### config.mk
export PLATFORM = sky130hd
export DESIGN_NAME = regfile_write_arbiter
export DESIGN_NICKNAME = d
export VERILOG_FILES = /design/src/rtl/regfile_write_arbiter.sv
export SDC_FILE = /design/constraint.sdc
export NUM_CORES = 1
export LEC_CHECK = 0
export CAP_MARGIN = 20
export CORE_MARGIN = 8
export CORE_UTILIZATION = 33
export CTS_BUF_LIST = sky130_fd_sc_hd__clkbuf_4
export CTS_CLUSTER_SIZE = 16
export DETAILED_ROUTE_END_ITERATION = 7
export GPL_TIMING_DRIVEN = 0
export PLACE_DENSITY = 0.88
export SLEW_MARGIN = 20
export SYNTH_ARGS = -nofsm -noshare
export SYNTH_HDL_FRONTEND = slang
export SYNTH_SLANG_ARGS = --single-unit
export TNS_END_PERCENT = 20
### constraint.sdc
create_clock -name CLK -period 4.35 [get_ports CLK]
set_input_delay 0.6525 -clock CLK [delete_from_list [all_inputs] [get_ports CLK]]
set_output_delay 0.6525 -clock CLK [all_outputs]
set_load 0.005 [all_outputs]
### src/rtl/regfile_write_arbiter.sv
// -----------------------------------------------------------------------------
// regfile_write_arbiter
//
// Shares the single register-file write port between two writeback
// requesters: A (load-return path) and B (ALU-result path). Each requester
// has a one-entry buffer behind a valid/ready handshake. At most one write
// is issued per cycle. Two pending writes to the same register retire in
// acceptance order. A starvation counter guarantees that B is not held off
// by A for more than STARVE_LIMIT consecutive cycles.
//
// Writes to register 0 are granted and dropped; they never reach the
// register file.
//
// Read side:
//   - Default build: rd_dataN = rf_doutN, and rsN_busy flags a register
//     that still has a buffered, unwritten value.
//   - REGFILE_ARB_BYPASS_EN defined: rd_dataN forwards the newest buffered
//     value for rsN, and both busy flags are tied low.
//   - In both builds, rsN == 0 reads as zero.
// -----------------------------------------------------------------------------
module regfile_write_arbiter #(
    parameter int DATA_W       = 32,
    parameter int ADDR_W       = 5,
    parameter int STARVE_LIMIT = 3
) (
    input  logic              CLK,
    input  logic              RST,
    // requester A: load-return path
    input  logic              a_valid,
    output logic              a_ready,
    input  logic [ADDR_W-1:0] a_rd,
    input  logic [DATA_W-1:0] a_data,
    // requester B: ALU-result path
    input  logic              b_valid,
    output logic              b_ready,
    input  logic [ADDR_W-1:0] b_rd,
    input  logic [DATA_W-1:0] b_data,
    // register-file write port
    output logic              rf_write,
    output logic [ADDR_W-1:0] rf_rd,
    output logic [DATA_W-1:0] rf_data,
    // register-file read ports and datapath-side read data
    input  logic [ADDR_W-1:0] rs1,
    input  logic [ADDR_W-1:0] rs2,
    input  logic [DATA_W-1:0] rf_dout1,
    input  logic [DATA_W-1:0] rf_dout2,
    output logic [DATA_W-1:0] rd_data1,
    output logic [DATA_W-1:0] rd_data2,
    output logic              rs1_busy,
    output logic              rs2_busy
);

    // Counter wide enough to hold STARVE_LIMIT itself.
    localparam int CNT_W = (STARVE_LIMIT < 1) ? 1 : $clog2(STARVE_LIMIT + 1);
    localparam logic [CNT_W-1:0] CNT_MAX = CNT_W'(STARVE_LIMIT);

    typedef struct packed {
        logic              v;
        logic [ADDR_W-1:0] rd;
        logic [DATA_W-1:0] data;
    } wb_entry_t;

    typedef enum logic [1:0] {
        GNT_NONE = 2'd0,
        GNT_A    = 2'd1,
        GNT_B    = 2'd2
    } grant_e;

    wb_entry_t        buf_a;
    wb_entry_t        buf_b;
    logic [CNT_W-1:0] starve_cnt;
    // High when the pending B entry was accepted before the pending A entry.
    logic             b_older;

    grant_e           grant;
    logic             grant_a;
    logic             grant_b;
    logic             a_load;
    logic             b_load;
    logic             a_keep;
    logic             b_keep;
    logic             same_rd;

    assign same_rd = (buf_a.rd == buf_b.rd);
    assign grant_a = (grant == GNT_A);
    assign grant_b = (grant == GNT_B);

    // A buffer can take a new entry when it is empty or is draining this cycle.
    assign a_ready = !buf_a.v || grant_a;
    assign b_ready = !buf_b.v || grant_b;
    assign a_load  = a_valid && a_ready;
    assign b_load  = b_valid && b_ready;

    // An entry that stays pending across the coming edge.
    assign a_keep  = buf_a.v && !grant_a;
    assign b_keep  = buf_b.v && !grant_b;

    // Grant selection: ordering hazard first, then starvation relief, then A priority.
    always_comb begin
        grant = GNT_NONE;
        if (buf_a.v && buf_b.v) begin
            if (same_rd) begin
                grant = b_older ? GNT_B : GNT_A;
            end else if (starve_cnt == CNT_MAX) begin
                grant = GNT_B;
            end else begin
                grant = GNT_A;
            end
        end else if (buf_a.v) begin
            grant = GNT_A;
        end else if (buf_b.v) begin
            grant = GNT_B;
        end
    end

    // Drive the register-file write port from the granted entry; rd==0 is dropped.
    always_comb begin
        rf_write = 1'b0;
        rf_rd    = '0;
        rf_data  = '0;
        case (grant)
            GNT_A: begin
                rf_write = (buf_a.rd != '0);
                rf_rd    = buf_a.rd;
                rf_data  = buf_a.data;
            end
            GNT_B: begin
                rf_write = (buf_b.rd != '0);
                rf_rd    = buf_b.rd;
                rf_data  = buf_b.data;
            end
            default: begin
                rf_write = 1'b0;
            end
        endcase
    end

    // Buffer A: load on handshake, otherwise clear when its entry is granted.
    // NOTE: only the valid bit is reset; rd/data are qualified by it, so clearing
    //       them would add reset fan-out on wide fields for no functional gain.
    always_ff @(posedge CLK) begin
        if (RST) begin
            buf_a.v <= 1'b0;
        end else if (a_load) begin
            buf_a <= '{v: 1'b1, rd: a_rd, data: a_data};
        end else if (grant_a) begin
            buf_a.v <= 1'b0;
        end
    end

    // Buffer B: same behaviour as buffer A.
    always_ff @(posedge CLK) begin
        if (RST) begin
            buf_b.v <= 1'b0;
        end else if (b_load) begin
            buf_b <= '{v: 1'b1, rd: b_rd, data: b_data};
        end else if (grant_b) begin
            buf_b.v <= 1'b0;
        end
    end

    // Age tracking so that same-register writes retire in acceptance order.
    always_ff @(posedge CLK) begin
        if (RST) begin
            b_older <= 1'b0;
        end else if (a_load && b_load) begin
            // Simultaneous acceptance: A counts as the older entry.
            b_older <= 1'b0;
        end else if (a_load && b_keep) begin
            // A arrives behind a still-pending B entry.
            b_older <= 1'b1;
        end else if (b_load && a_keep) begin
            // B arrives behind a still-pending A entry.
            b_older <= 1'b0;
        end
    end

    // Starvation counter: consecutive cycles a pending B entry lost to A.
    always_ff @(posedge CLK) begin
        if (RST) begin
            starve_cnt <= '0;
        end else if (grant_b || !buf_b.v) begin
            starve_cnt <= '0;
        end else if (grant_a && (starve_cnt != CNT_MAX)) begin
            starve_cnt <= starve_cnt + CNT_W'(1);
        end
    end

`ifdef REGFILE_ARB_BYPASS_EN

    // Newest buffered value for rs, else the register-file value; rs==0 reads zero.
    function automatic logic [DATA_W-1:0] fwd_read(
        input logic [ADDR_W-1:0] rs,
        input logic [DATA_W-1:0] dout,
        input wb_entry_t         ea,
        input wb_entry_t         eb,
        input logic              eb_older
    );
        logic hit_a;
        logic hit_b;
        hit_a = ea.v && (ea.rd == rs);
        hit_b = eb.v && (eb.rd == rs);
        if (rs == '0) begin
            fwd_read = '0;
        end else if (hit_a && hit_b) begin
            fwd_read = eb_older ? ea.data : eb.data;
        end else if (hit_a) begin
            fwd_read = ea.data;
        end else if (hit_b) begin
            fwd_read = eb.data;
        end else begin
            fwd_read = dout;
        end
    endfunction

    // Forwarded read data; nothing is ever stale, so busy never asserts.
    always_comb begin
        rd_data1 = fwd_read(rs1, rf_dout1, buf_a, buf_b, b_older);
        rd_data2 = fwd_read(rs2, rf_dout2, buf_a, buf_b, b_older);
        rs1_busy = 1'b0;
        rs2_busy = 1'b0;
    end

`else

    // Register rs has a buffered value that the register file does not hold yet.
    function automatic logic pending_hit(
        input logic [ADDR_W-1:0] rs,
        input wb_entry_t         ea,
        input wb_entry_t         eb
    );
        pending_hit = (rs != '0) &&
                      ((ea.v && (ea.rd == rs)) || (eb.v && (eb.rd == rs)));
    endfunction

    // Plain read-through with hazard flags; rs==0 reads zero.
    always_comb begin
        rd_data1 = (rs1 == '0) ? '0 : rf_dout1;
        rd_data2 = (rs2 == '0) ? '0 : rf_dout2;
        rs1_busy = pending_hit(rs1, buf_a, buf_b);
        rs2_busy = pending_hit(rs2, buf_a, buf_b);
    end

`endif

endmodule

==> impl_metrics.toml <==
[outcome]
run_status = "finished clean"

[detailed_routing]
routed_wl_microns = 14300
drt_drc_violations_left = 0
drt.antenna.violating_nets = 0
vias = 3519
routedWlPerCell_microns = 19.4
first_pass_iters = 5
vias_per_cell = 4.78
detail_route.iter0.violations = 208

[synth]
synth_cells = 314
syn-mean-instance-area_sq_um = 12.3
synth_cell_types = 33
syn-num-nets = 470
yosysSeqAreaShare_pct = 60.3
synth-warning-count = 0
async_flop_share_pct = 0
synth.cell_area_sq_um = 3850
synth_top_area_share_pct = 57.7
synth_edf_count = 74
synth_ff_type = "sky130_fd_sc_hd__edfxtp_1"
synth.largest_area_cell = "sky130_fd_sc_hd__edfxtp_1"
ys_top_cells_by_area = "sky130_fd_sc_hd__edfxtp_1 58%, sky130_fd_sc_hd__nor2b_1 11%, sky130_fd_sc_hd__a22oi_1 7.4%"
postSynthRegisterBits = 79

[global_route]
grt_start_max_net_pins = 27
antenna_found_initial = 0
grt-ovfl-total = 0
via_count_of_the_first_global_routing_pass = 3720
grt_pass1_wl_microns = 20100
grt_use_total_pct = 17.4

[floorplan]
core.rowCount = 39
die_width_microns = 124
fp.dieH_microns = 124
area_of_the_placeable_core_sq_um = 11400
io_pins = 258
full_die_area_sq_um = 15400
initial_core_util_pct = 33.7

[sta]
final_max_slew_violation_count = 0
max_clock_freq_ghz = 0.243
report.final.setup_viol = 0
fin_worst_hold_slack_ns = 0.587
period_share_pct = 94.5
finalClockSkew_ns = 0.0231
tns_ns = 0
final.setup.worst_slack_ns = 0.239
timing.final.crit_period_ns = 4.11
finalHoldViolations = 0
worst_pin_slew_ns = 0.542
worst_case_headroom_to_the_max_slew_limit_pct = 63.9

[finish]
fillCellCount = 921
finalCoreUtilization_pct = 60.0
num_antenna_cells = 0
commonest_non_fill_non_tap_cell_in_the_layout = "sky130_fd_sc_hd__clkdlybuf4s50_1"
synthToLayoutAreaGrowth_pct = 78.1
nets = 744
post_route_cells_drive_above_1_share_pct = 7.93
final_cell_count_no_fill = 736
commonest_non_fill_non_tap_cells_in_the_layout = "257 x sky130_fd_sc_hd__clkdlybuf4s50_1, 74 x sky130_fd_sc_hd__edfxtp_1, 66 x sky130_fd_sc_hd__nor2b_1, 41 x sky130_fd_sc_hd__nor2_1, 38 x sky130_fd_sc_hd__a22oi_1"

[clock_tree]
ctsHoldBuffers = 0
htreeDepth = 3
ctsLongestPathBuffers = 2
cts_sinks = 79
cts_tree = "yes"
clock_tree.root_cell = "sky130_fd_sc_hd__clkbuf_4"
clock_latency_on_the_worst_skew_pair_ns = 0.44
cts.clk_slew.worst_paths_ns = 0.14
cts-buffers-inserted = 9

[placement]
port_buffers = 257
detailedPlacementHpwl_microns = 11900
gp_congestion = 0.846
dp.cells = 717
pre_cts_ws_ns = 0.385

[critical_path]
worstPathMaxFanout = 11
timing.critical_path.required_ns = 3.70
worstSetupEndpointType = "output pin"
worstSetupStartpointType = "flip-flop"
cp_data_arrival_time_ns = 3.46
critical_path_class = "reg2out"

[worst_hold_path]
hold_path_class = "reg2reg"

[pwr]
worst_ir_drop_vdd_v = 0.000284
cellPowerDensity_nw_per_um2 = 259
static-leakage-power_nw = 2.43

[flow_run]
drv_cap = 0
## routing by layer
metal / wire length [microns] / vias up / GRT usage, % / share of wire (%)
li1: - / 1686 / - / -
met1: 4700 / 1613 / 16.3 / 33
met2: 7680 / 203 / 33.1 / 54
met3: 1670 / 17 / 7.12 / 12
met4: 201 / 0 / 6.02 / 1.4
met5: 0 / - / 0 / 0
## cell families after synthesis
group                    count (synthesis)  synth area share (%)
buffers and inverters                   20                  3.15
AO/OA/AOI/OAI                           49                  9.36
flip-flops                              79                  60.3
adder cells (fa/ha/maj)                  4                  1.30
AND/OR/NAND/NOR                        134                  19.4
multiplexers                             2                 0.520
XOR/XNOR                                26                  5.91
## through the flow
stage / power, mW / cell area, sq um
after floorplan: 1.04 / 3850
after CTS: 1.79 / 6810
after global placement: 1.33 / 6610
after global routing: 1.85 / 6860
final: 1.78 / 6860
after detailed placement: 1.35 / 6670
## final cells by class
| type | instances | area, sq um | share of cell area (%) |
|---|---|---|---|
| tap | 143 | 179 | 2.61 |
| multi-input combinational | 215 | 1430 | 20.9 |
| buffer | 16 | 115 | 1.68 |
| sequential | 79 | 2320 | 33.9 |
| timing repair buffer | 265 | 2660 | 38.7 |
| inverter | 2 | 7.51 | 0.110 |
| clock buffer | 11 | 82.6 | 1.20 |
| clock inverter | 5 | 58.8 | 0.858 |
## worst max-delay path, stage by stage, from the launching register on
cell                              delay, ns
sky130_fd_sc_hd__edfxtp_1              0.52
sky130_fd_sc_hd__xor2_1                0.24
sky130_fd_sc_hd__nor3_4                0.32
sky130_fd_sc_hd__nand4_1               0.20
sky130_fd_sc_hd__o211a_1               0.19
sky130_fd_sc_hd__ha_1                  0.55
sky130_fd_sc_hd__clkbuf_1              0.38
sky130_fd_sc_hd__nor2_1                0.11
sky130_fd_sc_hd__clkdlybuf4s50_1       0.49
## final timing paths
| path | startpoint | end | slack [ns] | cells past startpoint |
|---|---|---|---|---|
| worst max-delay path | buf_b[32]$_DFFE_PP_ | rf_data[10] | 0.24 | 8 |
| worst min-delay path | starve_cnt[1]$_SDFFE_PP0P_ | starve_cnt[1]$_SDFFE_PP0P_ | 0.59 | 2 |
| worst max register to register | buf_b[32]$_DFFE_PP_ | buf_b[27]$_DFFE_PP_ | 1.24 | 9 |
| worst min register to register | starve_cnt[1]$_SDFFE_PP0P_ | starve_cnt[1]$_SDFFE_PP0P_ | 0.59 | 2 |
## registers in the layout, summed over array words and instances (netlist names)
signal	count
b_older	1
buf_a	38
buf_b	38
starve_cnt	2
## Yosys cell counts, types with 3 or more instances
library cell                n
sky130_fd_sc_hd__xnor2_1    5
sky130_fd_sc_hd__dfxtp_1    5
sky130_fd_sc_hd__nand3_1    4
sky130_fd_sc_hd__clkbuf_1   7
sky130_fd_sc_hd__xor2_1    21
sky130_fd_sc_hd__a21oi_1    4
sky130_fd_sc_hd__buf_1      4
sky130_fd_sc_hd__edfxtp_1  74
sky130_fd_sc_hd__nor2_1    42
sky130_fd_sc_hd__a22oi_1   38
sky130_fd_sc_hd__nor4_1     4
sky130_fd_sc_hd__buf_6      6
sky130_fd_sc_hd__nand2b_1   3
sky130_fd_sc_hd__nor2b_1   66
sky130_fd_sc_hd__ha_1       4
## repair_timing
item                       4_1_cts  5_1_grt
setup endpoints to repair       33       33
buffers inserted                 0        5
resized for setup                4        5
## where the power goes
group	internal, mW	total, mW	switching [mW]
registers	0.871	0.890	0.0189
clock network	0.188	0.442	0.254
logic	0.279	0.444	0.164
total	1.34	1.78	0.437
No activity file was read; power rests on OpenSTA's default activity.
